[src/rtl/axi4_stream_frag_arbiter_if.sv]
// ---------------------------------------------------------------------------
// axi4_stream_if
//
// Plain AXI4-Stream bundle used for the merged output of
// axi4_stream_frag_arbiter.
//
// Signals: tvalid, tready, tdata[TDATA_WIDTH], tkeep/tstrb[TDATA_WIDTH/8],
//          tlast, tid[TID_WIDTH], tdest[TDEST_WIDTH], tuser[TUSER_WIDTH].
// Modports: master drives everything except tready; slave is the mirror.
// ---------------------------------------------------------------------------
interface axi4_stream_if #(
    parameter int TDATA_WIDTH = 64,
    parameter int TID_WIDTH   = 1,
    parameter int TDEST_WIDTH = 1,
    parameter int TUSER_WIDTH = 1
);
    logic                       tvalid;
    logic                       tready;
    logic [TDATA_WIDTH-1:0]     tdata;
    logic [TDATA_WIDTH/8-1:0]   tkeep;
    logic [TDATA_WIDTH/8-1:0]   tstrb;
    logic                       tlast;
    logic [TID_WIDTH-1:0]       tid;
    logic [TDEST_WIDTH-1:0]     tdest;
    logic [TUSER_WIDTH-1:0]     tuser;

    modport master (
        output tvalid, tdata, tkeep, tstrb, tlast, tid, tdest, tuser,
        input  tready
    );

    modport slave (
        input  tvalid, tdata, tkeep, tstrb, tlast, tid, tdest, tuser,
        output tready
    );
endinterface

[src/rtl/axi4_stream_frag_arbiter.sv]
// ---------------------------------------------------------------------------
// axi4_stream_frag_arbiter
//
// Round-robin arbiter sharing one AXI4-Stream output between SRC_CNT
// fragmented packet sources. The grant only moves after a tlast handshake,
// so fragments are never interleaved. A source may keep the grant for up to
// FRAGS_PER_GRANT consecutive fragments while it stays valid.
//
// Ports:
//   clk_i, rst_i            clock, asynchronous active-high reset
//   src_tvalid_i/tready_o   per-source handshake
//   src_tdata_i ... tuser_i packed per-source payload, source k in slice k
//   pkt_o                   merged output stream (axi4_stream_if.master)
//   grant_o                 one-hot grant, zero while idle
//   busy_o                  high while a fragment is in progress
//
// Optional build macro: AXI4_STREAM_FRAG_ARBITER_REG_OUT_EN
//   Defined   - two-entry skid buffer registers every pkt_o output; source
//               ready depends only on buffer occupancy; fragment end is
//               taken from the source-side tlast handshake.
//   Undefined - combinational pass-through of the granted source.
// ---------------------------------------------------------------------------
module axi4_stream_frag_arbiter #(
    parameter int SRC_CNT         = 4,
    parameter int TDATA_WIDTH     = 64,
    parameter int TID_WIDTH       = 1,
    parameter int TDEST_WIDTH     = 1,
    parameter int TUSER_WIDTH     = 1,
    parameter int FRAGS_PER_GRANT = 1,
    parameter int SRC_IDX_WIDTH   = (SRC_CNT > 1) ? $clog2(SRC_CNT) : 1
) (
    input  logic                               clk_i,
    input  logic                               rst_i,
    input  logic [SRC_CNT-1:0]                 src_tvalid_i,
    output logic [SRC_CNT-1:0]                 src_tready_o,
    input  logic [SRC_CNT*TDATA_WIDTH-1:0]     src_tdata_i,
    input  logic [SRC_CNT*TDATA_WIDTH/8-1:0]   src_tkeep_i,
    input  logic [SRC_CNT*TDATA_WIDTH/8-1:0]   src_tstrb_i,
    input  logic [SRC_CNT-1:0]                 src_tlast_i,
    input  logic [SRC_CNT*TID_WIDTH-1:0]       src_tid_i,
    input  logic [SRC_CNT*TDEST_WIDTH-1:0]     src_tdest_i,
    input  logic [SRC_CNT*TUSER_WIDTH-1:0]     src_tuser_i,
    axi4_stream_if.master                      pkt_o,
    output logic [SRC_CNT-1:0]                 grant_o,
    output logic                               busy_o
);
    localparam int KW  = TDATA_WIDTH / 8;
    localparam int FCW = $clog2(FRAGS_PER_GRANT + 1);
    // Payload layout, MSB first: tlast, tdata, tkeep, tstrb, tid, tdest, tuser
    localparam int PW  = 1 + TDATA_WIDTH + 2 * KW + TID_WIDTH + TDEST_WIDTH + TUSER_WIDTH;

    typedef enum logic {IDLE, BUSY} state_t;

    state_t                     state_reg,     state_next;
    logic [SRC_IDX_WIDTH-1:0]   grant_idx_reg, grant_idx_next;
    logic [SRC_CNT-1:0]         grant_reg,     grant_next;
    logic                       busy_reg,      busy_next;
    logic [SRC_IDX_WIDTH-1:0]   rr_ptr_reg,    rr_ptr_next;
    logic [FCW-1:0]             frag_cnt_reg,  frag_cnt_next;
    logic [SRC_IDX_WIDTH-1:0]   last_idx_reg,  last_idx_next;

    // ------------------------------------------------------------------
    // Per-source payload unpacking
    // ------------------------------------------------------------------
    logic [PW-1:0] src_payload [SRC_CNT];

    genvar gi;
    generate
        for (gi = 0; gi < SRC_CNT; gi++) begin : g_unpack
            assign src_payload[gi] = {
                src_tlast_i[gi],
                src_tdata_i[gi*TDATA_WIDTH +: TDATA_WIDTH],
                src_tkeep_i[gi*KW +: KW],
                src_tstrb_i[gi*KW +: KW],
                src_tid_i[gi*TID_WIDTH +: TID_WIDTH],
                src_tdest_i[gi*TDEST_WIDTH +: TDEST_WIDTH],
                src_tuser_i[gi*TUSER_WIDTH +: TUSER_WIDTH]
            };
        end
    endgenerate

    logic [PW-1:0] mux_payload;
    logic          mux_valid;
    logic          src_ready;   // ready seen by the granted source
    logic          src_hs;      // handshake on the granted source
    logic          frag_end;

    assign mux_payload = src_payload[grant_idx_reg];
    assign mux_valid   = (state_reg == BUSY) && src_tvalid_i[grant_idx_reg];
    assign src_hs      = mux_valid && src_ready;
    assign frag_end    = src_hs && mux_payload[PW-1];

    // grant_reg is zero outside BUSY, so this also forces ready low in IDLE.
    assign src_tready_o = grant_reg & {SRC_CNT{src_ready}};
    assign grant_o      = grant_reg;
    assign busy_o       = busy_reg;

    // ------------------------------------------------------------------
    // Round-robin scan: first valid source starting at rr_ptr, wrapping
    // explicitly so non-power-of-2 source counts never see an index of
    // SRC_CNT.
    // ------------------------------------------------------------------
    logic [SRC_IDX_WIDTH-1:0] rr_pick;

    always_comb begin : rr_scan
        logic                     found;
        logic [SRC_IDX_WIDTH-1:0] cand;
        found   = 1'b0;
        cand    = '0;
        rr_pick = rr_ptr_reg;
        for (int k = 0; k < SRC_CNT; k++) begin
            cand = SRC_IDX_WIDTH'((int'(rr_ptr_reg) + k) % SRC_CNT);
            if (!found && src_tvalid_i[cand]) begin
                found   = 1'b1;
                rr_pick = cand;
            end
        end
    end

    // The previous owner may continue while its quota is not exhausted.
    logic keep_last;
    assign keep_last = (frag_cnt_reg < FCW'(FRAGS_PER_GRANT)) && src_tvalid_i[last_idx_reg];

    // ------------------------------------------------------------------
    // Next-state logic
    // ------------------------------------------------------------------
    always_comb begin
        state_next     = state_reg;
        grant_idx_next = grant_idx_reg;
        grant_next     = grant_reg;
        busy_next      = busy_reg;
        rr_ptr_next    = rr_ptr_reg;
        frag_cnt_next  = frag_cnt_reg;
        last_idx_next  = last_idx_reg;

        case (state_reg)
            IDLE: begin
                if (|src_tvalid_i) begin
                    state_next = BUSY;
                    busy_next  = 1'b1;
                    if (keep_last) begin
                        grant_idx_next = last_idx_reg;
                    end else begin
                        grant_idx_next = rr_pick;
                        frag_cnt_next  = '0;
                    end
                    grant_next                 = '0;
                    grant_next[grant_idx_next] = 1'b1;
                end
            end
            BUSY: begin
                if (frag_end) begin
                    if (frag_cnt_reg != FCW'(FRAGS_PER_GRANT)) begin
                        frag_cnt_next = frag_cnt_reg + 1'b1;
                    end
                    last_idx_next = grant_idx_reg;
                    rr_ptr_next   = (grant_idx_reg == SRC_IDX_WIDTH'(SRC_CNT - 1)) ?
                                    '0 : grant_idx_reg + 1'b1;
                    grant_next    = '0;
                    busy_next     = 1'b0;
                    state_next    = IDLE;
                end
            end
            default: begin
                state_next = IDLE;
            end
        endcase
    end

    always_ff @(posedge clk_i or posedge rst_i) begin
        if (rst_i) begin
            state_reg     <= IDLE;
            grant_idx_reg <= '0;
            grant_reg     <= '0;
            busy_reg      <= 1'b0;
            rr_ptr_reg    <= '0;
            frag_cnt_reg  <= '0;
            last_idx_reg  <= '0;
        end else begin
            state_reg     <= state_next;
            grant_idx_reg <= grant_idx_next;
            grant_reg     <= grant_next;
            busy_reg      <= busy_next;
            rr_ptr_reg    <= rr_ptr_next;
            frag_cnt_reg  <= frag_cnt_next;
            last_idx_reg  <= last_idx_next;
        end
    end

    // ------------------------------------------------------------------
    // Output stage
    // ------------------------------------------------------------------
`ifdef AXI4_STREAM_FRAG_ARBITER_REG_OUT_EN
    // Two-entry skid buffer: out_* is the entry presented on pkt_o, skid_*
    // catches a beat accepted while the output entry is stalled.
    logic [PW-1:0] out_payload_reg;
    logic [PW-1:0] skid_payload_reg;
    logic          out_valid_reg;
    logic          skid_valid_reg;
    logic          out_take;

    assign src_ready = !(out_valid_reg && skid_valid_reg);
    // Output entry may be (re)loaded when empty or being consumed.
    assign out_take  = !out_valid_reg || pkt_o.tready;

    always_ff @(posedge clk_i or posedge rst_i) begin
        if (rst_i) begin
            out_valid_reg  <= 1'b0;
            skid_valid_reg <= 1'b0;
        end else if (out_take) begin
            out_valid_reg  <= skid_valid_reg || src_hs;
            skid_valid_reg <= skid_valid_reg && src_hs;
        end else if (src_hs) begin
            skid_valid_reg <= 1'b1;
        end
    end

    // Payload registers carry no reset; their valid flags qualify them.
    always_ff @(posedge clk_i) begin
        if (out_take) begin
            out_payload_reg <= skid_valid_reg ? skid_payload_reg : mux_payload;
        end
        if (src_hs && (skid_valid_reg || !out_take)) begin
            skid_payload_reg <= mux_payload;
        end
    end

    assign pkt_o.tvalid = out_valid_reg;
    assign {pkt_o.tlast, pkt_o.tdata, pkt_o.tkeep, pkt_o.tstrb,
            pkt_o.tid, pkt_o.tdest, pkt_o.tuser} = out_payload_reg;
`else
    assign src_ready    = pkt_o.tready;
    assign pkt_o.tvalid = mux_valid;
    assign {pkt_o.tlast, pkt_o.tdata, pkt_o.tkeep, pkt_o.tstrb,
            pkt_o.tid, pkt_o.tdest, pkt_o.tuser} = mux_payload;
`endif

endmodule

[src/flat_wrapper.sv]
// flat-port wrapper written by rule: the top's interface ports become plain ports
module axi4_stream_frag_arbiter_flat 
#(
    parameter int SRC_CNT         = 4,
    parameter int TDATA_WIDTH     = 64,
    parameter int TID_WIDTH       = 1,
    parameter int TDEST_WIDTH     = 1,
    parameter int TUSER_WIDTH     = 1,
    parameter int FRAGS_PER_GRANT = 1,
    parameter int SRC_IDX_WIDTH   = (SRC_CNT > 1) ? $clog2(SRC_CNT) : 1
)
  (clk_i, rst_i, src_tvalid_i, src_tready_o, src_tdata_i, src_tkeep_i, src_tstrb_i, src_tlast_i, src_tid_i, src_tdest_i, src_tuser_i, grant_o, busy_o, pkt_o_tvalid, pkt_o_tdata, pkt_o_tkeep, pkt_o_tstrb, pkt_o_tlast, pkt_o_tid, pkt_o_tdest, pkt_o_tuser, pkt_o_tready);
  axi4_stream_if #(.TDATA_WIDTH(TDATA_WIDTH), .TID_WIDTH(TID_WIDTH), .TDEST_WIDTH(TDEST_WIDTH), .TUSER_WIDTH(TUSER_WIDTH)) pkt_o_i ();
  input  logic clk_i;
  input  logic rst_i;
  input  logic [SRC_CNT-1:0] src_tvalid_i;
  output logic [SRC_CNT-1:0] src_tready_o;
  input  logic [SRC_CNT*TDATA_WIDTH-1:0] src_tdata_i;
  input  logic [SRC_CNT*TDATA_WIDTH/8-1:0] src_tkeep_i;
  input  logic [SRC_CNT*TDATA_WIDTH/8-1:0] src_tstrb_i;
  input  logic [SRC_CNT-1:0] src_tlast_i;
  input  logic [SRC_CNT*TID_WIDTH-1:0] src_tid_i;
  input  logic [SRC_CNT*TDEST_WIDTH-1:0] src_tdest_i;
  input  logic [SRC_CNT*TUSER_WIDTH-1:0] src_tuser_i;
  output logic [SRC_CNT-1:0] grant_o;
  output logic busy_o;
  output wire logic [$bits(pkt_o_i.tvalid)-1:0] pkt_o_tvalid;
  output wire logic [$bits(pkt_o_i.tdata)-1:0] pkt_o_tdata;
  output wire logic [$bits(pkt_o_i.tkeep)-1:0] pkt_o_tkeep;
  output wire logic [$bits(pkt_o_i.tstrb)-1:0] pkt_o_tstrb;
  output wire logic [$bits(pkt_o_i.tlast)-1:0] pkt_o_tlast;
  output wire logic [$bits(pkt_o_i.tid)-1:0] pkt_o_tid;
  output wire logic [$bits(pkt_o_i.tdest)-1:0] pkt_o_tdest;
  output wire logic [$bits(pkt_o_i.tuser)-1:0] pkt_o_tuser;
  input wire logic [$bits(pkt_o_i.tready)-1:0] pkt_o_tready;
  assign pkt_o_tvalid = pkt_o_i.tvalid;
  assign pkt_o_tdata = pkt_o_i.tdata;
  assign pkt_o_tkeep = pkt_o_i.tkeep;
  assign pkt_o_tstrb = pkt_o_i.tstrb;
  assign pkt_o_tlast = pkt_o_i.tlast;
  assign pkt_o_tid = pkt_o_i.tid;
  assign pkt_o_tdest = pkt_o_i.tdest;
  assign pkt_o_tuser = pkt_o_i.tuser;
  assign pkt_o_i.tready = pkt_o_tready;
  axi4_stream_frag_arbiter #(.SRC_CNT(SRC_CNT), .TDATA_WIDTH(TDATA_WIDTH), .TID_WIDTH(TID_WIDTH), .TDEST_WIDTH(TDEST_WIDTH), .TUSER_WIDTH(TUSER_WIDTH), .FRAGS_PER_GRANT(FRAGS_PER_GRANT), .SRC_IDX_WIDTH(SRC_IDX_WIDTH)) u_core (.clk_i(clk_i), .rst_i(rst_i), .src_tvalid_i(src_tvalid_i), .src_tready_o(src_tready_o), .src_tdata_i(src_tdata_i), .src_tkeep_i(src_tkeep_i), .src_tstrb_i(src_tstrb_i), .src_tlast_i(src_tlast_i), .src_tid_i(src_tid_i), .src_tdest_i(src_tdest_i), .src_tuser_i(src_tuser_i), .pkt_o(pkt_o_i), .grant_o(grant_o), .busy_o(busy_o));
endmodule
[config.mk]
export PLATFORM = sky130hd
export DESIGN_NAME = axi4_stream_frag_arbiter_flat
export DESIGN_NICKNAME = d
export VERILOG_FILES = /design/src/rtl/axi4_stream_frag_arbiter_if.sv /design/src/rtl/axi4_stream_frag_arbiter.sv /design/src/flat_wrapper.sv
export SDC_FILE = /design/constraint.sdc
export NUM_CORES = 1
export LEC_CHECK = 0
export BUFFER_PORTS_ARGS = -buffer_cell sky130_fd_sc_hd__buf_4
export CORE_AREA = 5 5 166 168
export DETAILED_ROUTE_END_ITERATION = 6
export DIE_AREA = 0 0 171 173
export GPL_ROUTABILITY_DRIVEN = 0
export PLACE_DENSITY = 0.48
export SYNTH_ARGS = -nofsm -noshare
export SYNTH_HDL_FRONTEND = slang
export SYNTH_SLANG_ARGS = --single-unit
[constraint.sdc]
create_clock -name clk_i -period 3.1 [get_ports clk_i]
set_input_delay 0.465 -clock clk_i [delete_from_list [all_inputs] [get_ports clk_i]]
set_output_delay 0.465 -clock clk_i [all_outputs]
set_load 0.1 [all_outputs]
=== After elaboration in Yosys (flattened, before gate mapping) ===
Index checks and enable logic that the tools add are counted.

* Register bits after elaboration: 13
* Input port bits: 343
* Output and inout bits: 94
* Word-level logic and storage cells: 86

* $add $sub $neg: 5
* Order comparisons: 10
* Eq/ne operators: 4
* Mux-type cells: 41
* Bitwise logic cells: 3
* Reductions and logical operators: 16

{| class="wikitable"
|+ Operators by type and width
! cell !! number
|-
| $bmux W84 S2 || 1
|-
| $mux W84 || 2
|-
| $lt A2 B3 Y1 const B || 7
|-
| $mux W1 || 18
|-
| $mux W2 || 7
|-
| $bmux W1 S2 || 6
|-
| $logic_and A1 B1 Y1 || 8
|-
| $mux W4 || 2
|-
| $pmux W4 S2 || 1
|-
| $pmux W1 S2 || 3
|-
| $reduce_and A2 Y1 || 3
|-
| $add A2 B1 Y2 const B || 2
|-
| $add A2 B2 Y2 const B || 2
|-
| $and A4 B4 Y4 || 1
|-
| $ne A2 B2 Y1 const B || 2
|-
| $reduce_or A4 Y1 || 1
|-
| $ge A3 B3 Y1 const B || 1
|-
| $logic_not A1 Y1 || 3
|-
| $not A2 Y3 || 1
|-
| $reduce_and A3 Y1 || 1
|-
| $demux W1 S2 || 1
|-
| $eq A2 B2 Y1 const B || 1
|-
| $ge A2 B1 Y1 const B || 1
|-
| $ne A2 B1 Y1 const B || 1
|-
| 3 further kinds || 3
|}

=== Logic depth before layout (Yosys ltp) ===
Gate-level depths: netlist (run 1).

* Word-level depth: 21
* Depth in mapped cells: 6
* Gate-level depth less buffers: 5

=== Least setup slack after synthesis (run 1) ===
OpenSTA, ideal clock, no wires.

* Path type: flip-flop to output port
* Start: register u_core.grant_reg[3], in the netlist u_core.grant_o[3]
* End: output port src_tready_o[3]
* Arrival: 1783 ps
* Required time: 2635 ps
* Slack: 852 ps
* Stages on the path, launching flop included: 2
* Buffers on the path: 0
* Cells stage by stage: dfrtp_1 and2_1

* Cells in the longest elaborated chain, start to end: 1

{| class="wikitable"
|+ RTL lines
! item !! RTL line !! RTL
|-
| start, declared || axi4_stream_frag_arbiter.sv:56 || <nowiki>logic [SRC_CNT-1:0] grant_reg, grant_next;</nowiki>
|-
| start signal, assigned || axi4_stream_frag_arbiter.sv:182 || <nowiki>grant_reg <= grant_next;</nowiki>
|-
| $and A4 B4 Y4 || axi4_stream_frag_arbiter.sv:94 || <nowiki>assign src_tready_o = grant_reg & {SRC_CNT{src_ready}};</nowiki>
|-
| end, declared || flat_wrapper.sv:17 || <nowiki>output logic [SRC_CNT-1:0] src_tready_o;</nowiki>
|}

Every way passes these cells.

=== Worst setup path in the final report (run 1) ===
* Start: register u_core.grant_idx_reg[0]
* End: output port pkt_o_tdata[9]

* Cells in the longest elaborated chain, start to end: 4

{| class="wikitable"
|+ RTL lines
! item !! RTL line !! RTL
|-
| start, declared || axi4_stream_frag_arbiter.sv:55 || <nowiki>logic [SRC_IDX_WIDTH-1:0] grant_idx_reg, grant_idx_next;</nowiki>
|-
| start signal, assigned || axi4_stream_frag_arbiter.sv:181 || <nowiki>grant_idx_reg <= grant_idx_next;</nowiki>
|-
| $not A2 Y3 (not written as such) || axi4_stream_frag_arbiter.sv:88 || <nowiki>assign mux_payload = src_payload[grant_idx_reg];</nowiki>
|-
| $bmux W84 S2 || axi4_stream_frag_arbiter.sv:88 ||
|-
| $mux W84 (not written as such) (2 in a row) || axi4_stream_frag_arbiter.sv:88 ||
|-
| end, declared || flat_wrapper.sv:28 || <nowiki>output wire logic [$bits(pkt_o_i.tdata)-1:0] pkt_o_tdata;</nowiki>
|}

Every way passes these cells. The select of a mux whose other input is x is not followed.

==> results.toml, run 1 <==
[setup_path]
path_max_fanout = 32
path_depth = 3
r2r-start = "u_core.grant_idx_reg[0]"
crit_chain = "buf_4 -> mux4_2 -> buf_4"
rr_worst_depth = 4
regToRegSetupSlack_ns = 0.89
worst_r2r_endpoint = "u_core.rr_ptr_reg[1]"
crit_slowest_cell = "dfrtp_4"
cpLargestDelayFamily = "flip-flops"
slowest_delay_ns = 0.84
end_kind = "output pin"
worstPathArrival_ns = 2.28
cp_data_required_time_ns = 2.63
worst_setup_path_start_kind = "flop"
crit_type = "reg -> out"
cp_num_buf_inv = 2
critical-path-top-cell-by-count = "buf_4"

[timing]
fmax_mhz = 364.9
fin_crit_ns = 2.740
finalSetupViolations = 0
hold_violations = 0
period_share_pct = 88.39
rsz0062_at_grt = "false"
worst_pin_slew_ns = 0.8801
skew_ns = 0.001442
maxSlewHeadroom_pct = 41.33
slew_violations = 0
setup-tns-final_ns = 0

[clocking]
htreeDepth = 1
cts_tree = "done"
clock_path_buffers = 2
clock-root-buffer = "clkbuf_16"
clkTransAtPathRegs_ns = 0.04
cts_sinks = 13
cts_hold_buf = 0
cts_setup_buffers = 0
cts_resized = 0
cts_made_buffers = 3
clk_latency_ns = 0.24

[synthesis]
ys_async_sr_fraction_pct = 100.0
ys_warn_count = 0
ys_types = 37
syn_area_per_cell_um2 = 15.42
ys_ff_latch = 13
synth_nets = 526
synth_edf_count = 0
syn_inst = 182
synth_top_flop_cell = "dfrtp_1"
synth_area_um2 = 2806
yosysSeqAreaShare_pct = 11.59

[power]
ir_drop_v = 0.0007629
p_leak_nw = 3.033
power.density_nw_per_um2 = 1258

[global_route]
antenna_found_initial = 4
gr-total-overflow = 0
grt_pass1_wl_mm = 29.68
grt_max_degree = 61
grt_usage_pct = 13.33
grt_pass1_vias = 4119

[routing]
via_per_inst = 4.017
vias = 3796
drt_iter0_markers = 238
ant_nets = 0
routed_wl_mm = 21.55
drc_errors = 0
first_pass_iters = 4
wl_per_cell_um = 22.80

[layout]
final_cell_mix = "440 x buf_4, 85 x mux4_2, 11 x dfrtp_1"
fin_cells = 945
final_nets = 951
layout_commonest_cell = "buf_4"
drive_above_1_share_pct = 89.77
area_growth_pct = 133.9
largest_register_ffs = 4

[floorplanning]
core_um2 = 25760
io_pins = 437
die_width_um = 171
die-area_um2 = 29580
start_util_pct = 10.89
die_h_um = 173
fp-row-count = 59

[place]
io_buffers = 436
hpwl_mm = 19.71
dp_cells = 937

[run]
drv_cap = 0

[hold_path]
holdCritPathClass = "in -> async"

[run_status]
outcome = "complete, no violations"
[worst max path at each step]
stage,slack [ns],startpoint,to
after global routing,0.19,u_core.grant_idx_reg[0],pkt_o_tdata[9]
after detailed placement,0.55,u_core.grant_idx_reg[0],pkt_o_tdata[9]
after global placement,0.56,u_core.grant_idx_reg[0],pkt_o_tdata[9]
after floorplan,0.85,u_core.grant_o[3],src_tready_o[3]
after CTS,0.29,u_core.grant_idx_reg[0],pkt_o_tdata[9]
final,0.36,u_core.grant_idx_reg[0],pkt_o_tdata[9]
[final cells by class]
cell class / instances / area (µm²)
antenna: 4 / 10.01
multi-input combinational: 142 / 2345
tap: 335 / 419.2
clock buffer: 4 / 78.83
fill: 2780 / 19200
inverter: 4 / 15.01
sequential: 13 / 332.8
timing repair buffer: 443 / 3363
[layer usage]
layer	wire [µm]	vias up	global-route usage, %
li1	-	1683	-
met1	8117	1869	16.53
met2	11060	234	23.52
met3	2194	10	3.470
met4	182	0	2.179
met5	0	-	0
[Yosys cell counts, drive strengths merged, types with 3 or more instances]
| library cell | number | share of area, % |
|---|---|---|
| dfrtp | 13 | 12 |
| mux2 | 5 | 2.0 |
| o22ai | 4 | 1.1 |
| nand2b | 3 | 0.67 |
| buf | 19 | 3.8 |
| a21oi | 3 | 0.53 |
| inv | 4 | 0.53 |
| or2 | 3 | 0.67 |
| mux4 | 85 | 68 |
| and2 | 6 | 1.4 |
| clkbuf | 4 | 0.53 |
| o21ai | 3 | 0.53 |
| nand2 | 9 | 1.2 |
[power breakdown]
group / switching [mW] / internal (mW) / total [mW]
registers: 0.316 / 0.250 / 0.566
logic: 5.38 / 2.07 / 7.45
clock network: 0.0695 / 0.173 / 0.243
[through the flow]
stage	power, mW	hold WS, ns	util [%]	cell area [µm²]	setup WS [ns]
final	8.256	0.2629	25.48	6564	0.3599
after global routing	8.538	0.3247	25.48	6564	0.1870
after CTS	8.336	0.2842	25.44	6554	0.2913
after detailed placement	8.092	0.4713	25.13	6475	0.5476
after global placement	8.083	0.4681	25.13	6475	0.5641
after floorplan	6.412	0.3420	-	2806	0.8522
[logic make-up (layout without fill, tap and decap cells)]
| group | after synthesis | after routing | synth area share (%) |
|---|---|---|---|
| AOI/OAI and AO/OA | 20 | 20 | 5.929 |
| adders and majority gates | 1 | 1 | 0.4458 |
| buffers and inverters | 27 | 451 | 4.859 |
| DFF | 13 | 13 | 11.59 |
| muxes | 92 | 92 | 70.93 |
| other | 0 | 4 | 0 |
| and+or+nand+nor | 29 | 29 | 6.242 |
Power figures use the tool's default switching activity.
==> inputs of run 2 (changes only) <==
--- a/config.mk
+++ b/config.mk
@@ -6,11 +6,11 @@
 export NUM_CORES = 1
 export LEC_CHECK = 0
 export BUFFER_PORTS_ARGS = -buffer_cell sky130_fd_sc_hd__buf_4
-export CORE_AREA = 5 5 166 168
+export CORE_AREA = 5 5 165 167
 export DETAILED_ROUTE_END_ITERATION = 6
-export DIE_AREA = 0 0 171 173
+export DIE_AREA = 0 0 170 172
 export GPL_ROUTABILITY_DRIVEN = 0
-export PLACE_DENSITY = 0.48
+export PLACE_DENSITY = 0.49
 export SYNTH_ARGS = -nofsm -noshare
 export SYNTH_HDL_FRONTEND = slang
 export SYNTH_SLANG_ARGS = --single-unit
==> constraint.sdc (replaced) <==
create_clock -name clk_i -period 2.4 [get_ports clk_i]
set_input_delay 0.36 -clock clk_i [delete_from_list [all_inputs] [get_ports clk_i]]
set_output_delay 0.36 -clock clk_i [all_outputs]
set_load 0.1 [all_outputs]
==> results.toml, run 2 (synthesized netlist as in run 1, its figures left out) <==
[setup_path]
end_kind = "output pin"
r2r-start = "u_core.grant_idx_reg[0]"
worst_setup_path_start_kind = "flop"
crit_path_start = "u_core.grant_idx_reg[0]"
crit_type = "reg -> out"
worstPathArrival_ns = 1.87
cp_data_required_time_ns = 2.04
rr_worst_depth = 5
path_max_fanout = 17

[floorplanning]
die-area_um2 = 29240
start_util_pct = 10.96
die_h_um = 172
core_um2 = 25620
die_width_um = 170
io_pins = 437
fp-row-count = 59

[power]
switching_share_pct = 68.79
p_leak_nw = 3.101
p_clk_share_pct = 3.0
internal_power_mw = 3.377
ir_drop_v = 0.0009746
power.density_nw_per_um2 = 1618
power.share.combinational_pct = 92.8
p_seq_share_pct = 4.2
power_mw = 10.82
p_switching_mw = 7.442

[clocking]
cts_setup_buffers = 0
cts_hold_buf = 0
clock_path_buffers = 2
cts_made_buffers = 3
clk_latency_ns = 0.24
clock-root-buffer = "clkbuf_16"
cts_sinks = 13
cts_tree = "done"
clkTransAtPathRegs_ns = 0.05
cts_resized = 0
htreeDepth = 1

[timing]
skew_ns = 0.001004
rsz0062_at_grt = "false"
hold_violations = 0
finalSetupViolations = 0
period_share_pct = 92.90
slew_violations = 0
fmax_mhz = 448.5
maxSlewHeadroom_pct = 64.10
worst_pin_slew_ns = 0.5378
fin_crit_ns = 2.230
setup-tns-final_ns = 0

[global_route]
antenna_found_initial = 1
gr-total-overflow = 0
grt_pass1_wl_mm = 28.32
grt_pass1_vias = 4294
grt_usage_pct = 12.85
grt_max_degree = 45

[layout]
drive_above_1_share_pct = 90.08
layout_commonest_cell = "buf_4"
largest_register_ffs = 4
final_nets = 960
diodes = 0
area_growth_pct = 138.2
final_cell_mix = "444 x buf_4, 85 x mux4_2, 11 x dfrtp_1"

[routing]
vias = 3816
drt_iter0_markers = 158
drc_errors = 0
ant_nets = 0
first_pass_iters = 6
wl_per_cell_um = 22.33
via_per_inst = 4.017
routed_wl_mm = 21.22

[run_status]
outcome = "complete, no violations"

[place]
hpwl_mm = 19.32
io_buffers = 436

[hold_path]
holdCritPathClass = "in -> async"

[run]
drv_cap = 0
[run 2: changes by cell type in the layout (fill, tap and decap cells not counted)]
| cell | change |
|---|---|
| buf_4 | +4 |
| clkbuf_1 | -1 |
| buf_12 | +5 |
| clkinv_2 | +1 |
| diode_2 | -4 |
[run 2: metal layers]
metal | up-vias | GRT usage [%] | wire [µm]
li1 | 1692 | - | -
met1 | 1871 | 17.18 | 8436
met2 | 237 | 21.53 | 10640
met3 | 16 | 2.926 | 1798
met4 | 0 | 2.500 | 340
met5 | - | 0 | 0
[run 2: critical path: stages, from the launching register on]
cell and delay (ns):
dfrtp_4 0.45, buf_12 0.18, buf_12 0.19, mux4_2 0.52, buf_4 0.25
[run 2: area by class of cell]
| type | instances | area, µm² |
|---|---|---|
| Clock buffer | 3 | 75.07 |
| Clock inverter | 1 | 5.005 |
| Fill cell | 2770 | 18930 |
| Inverter | 4 | 15.01 |
| Multi-Input combinational cell | 142 | 2345 |
| Sequential cell | 13 | 332.8 |
| Tap cell | 335 | 419.2 |
| Timing Repair Buffer | 452 | 3493 |
[run 2: power groups by stage]
stage	Sequential, mW	Combinational (mW)	Clock [mW]
after floorplan	0.645	7.64	0
after global placement	0.478	10.1	0
after detailed placement	0.481	10.1	0
after CTS	0.477	10.1	0.328
after global routing	0.477	10.4	0.342
final	0.456	10.0	0.323
[run 2: final timing paths]
| check | endpoint | slack, ns |
|---|---|---|
| min in group clk_i | u_core.frag_cnt_reg | 0.46 |
| worst max-delay path | pkt_o_tdata[18] | 0.17 |
| max in group asynchronous | u_core.grant_idx_reg[1] | 1.84 |
| worst min register to register | u_core.frag_cnt_reg | 0.49 |
| worst min-delay path | u_core.busy_o | 0.16 |
| worst max register to register | u_core.last_idx_reg[0] | 0.48 |
[run 2: stage by stage]
stage	hold WS (ns)	util (%)	std cells	area, µm²	setup WS [ns]
floorplan	0.2370	-	182	2806	0.2572
global placement	0.4553	25.76	945	6598	0.3296
detailed placement	0.4536	25.76	945	6598	0.3164
CTS	0.1934	26.07	949	6678	0.05085
global route	0.2294	26.10	950	6685	0.09601
finish	0.1589	26.10	950	6685	0.1705
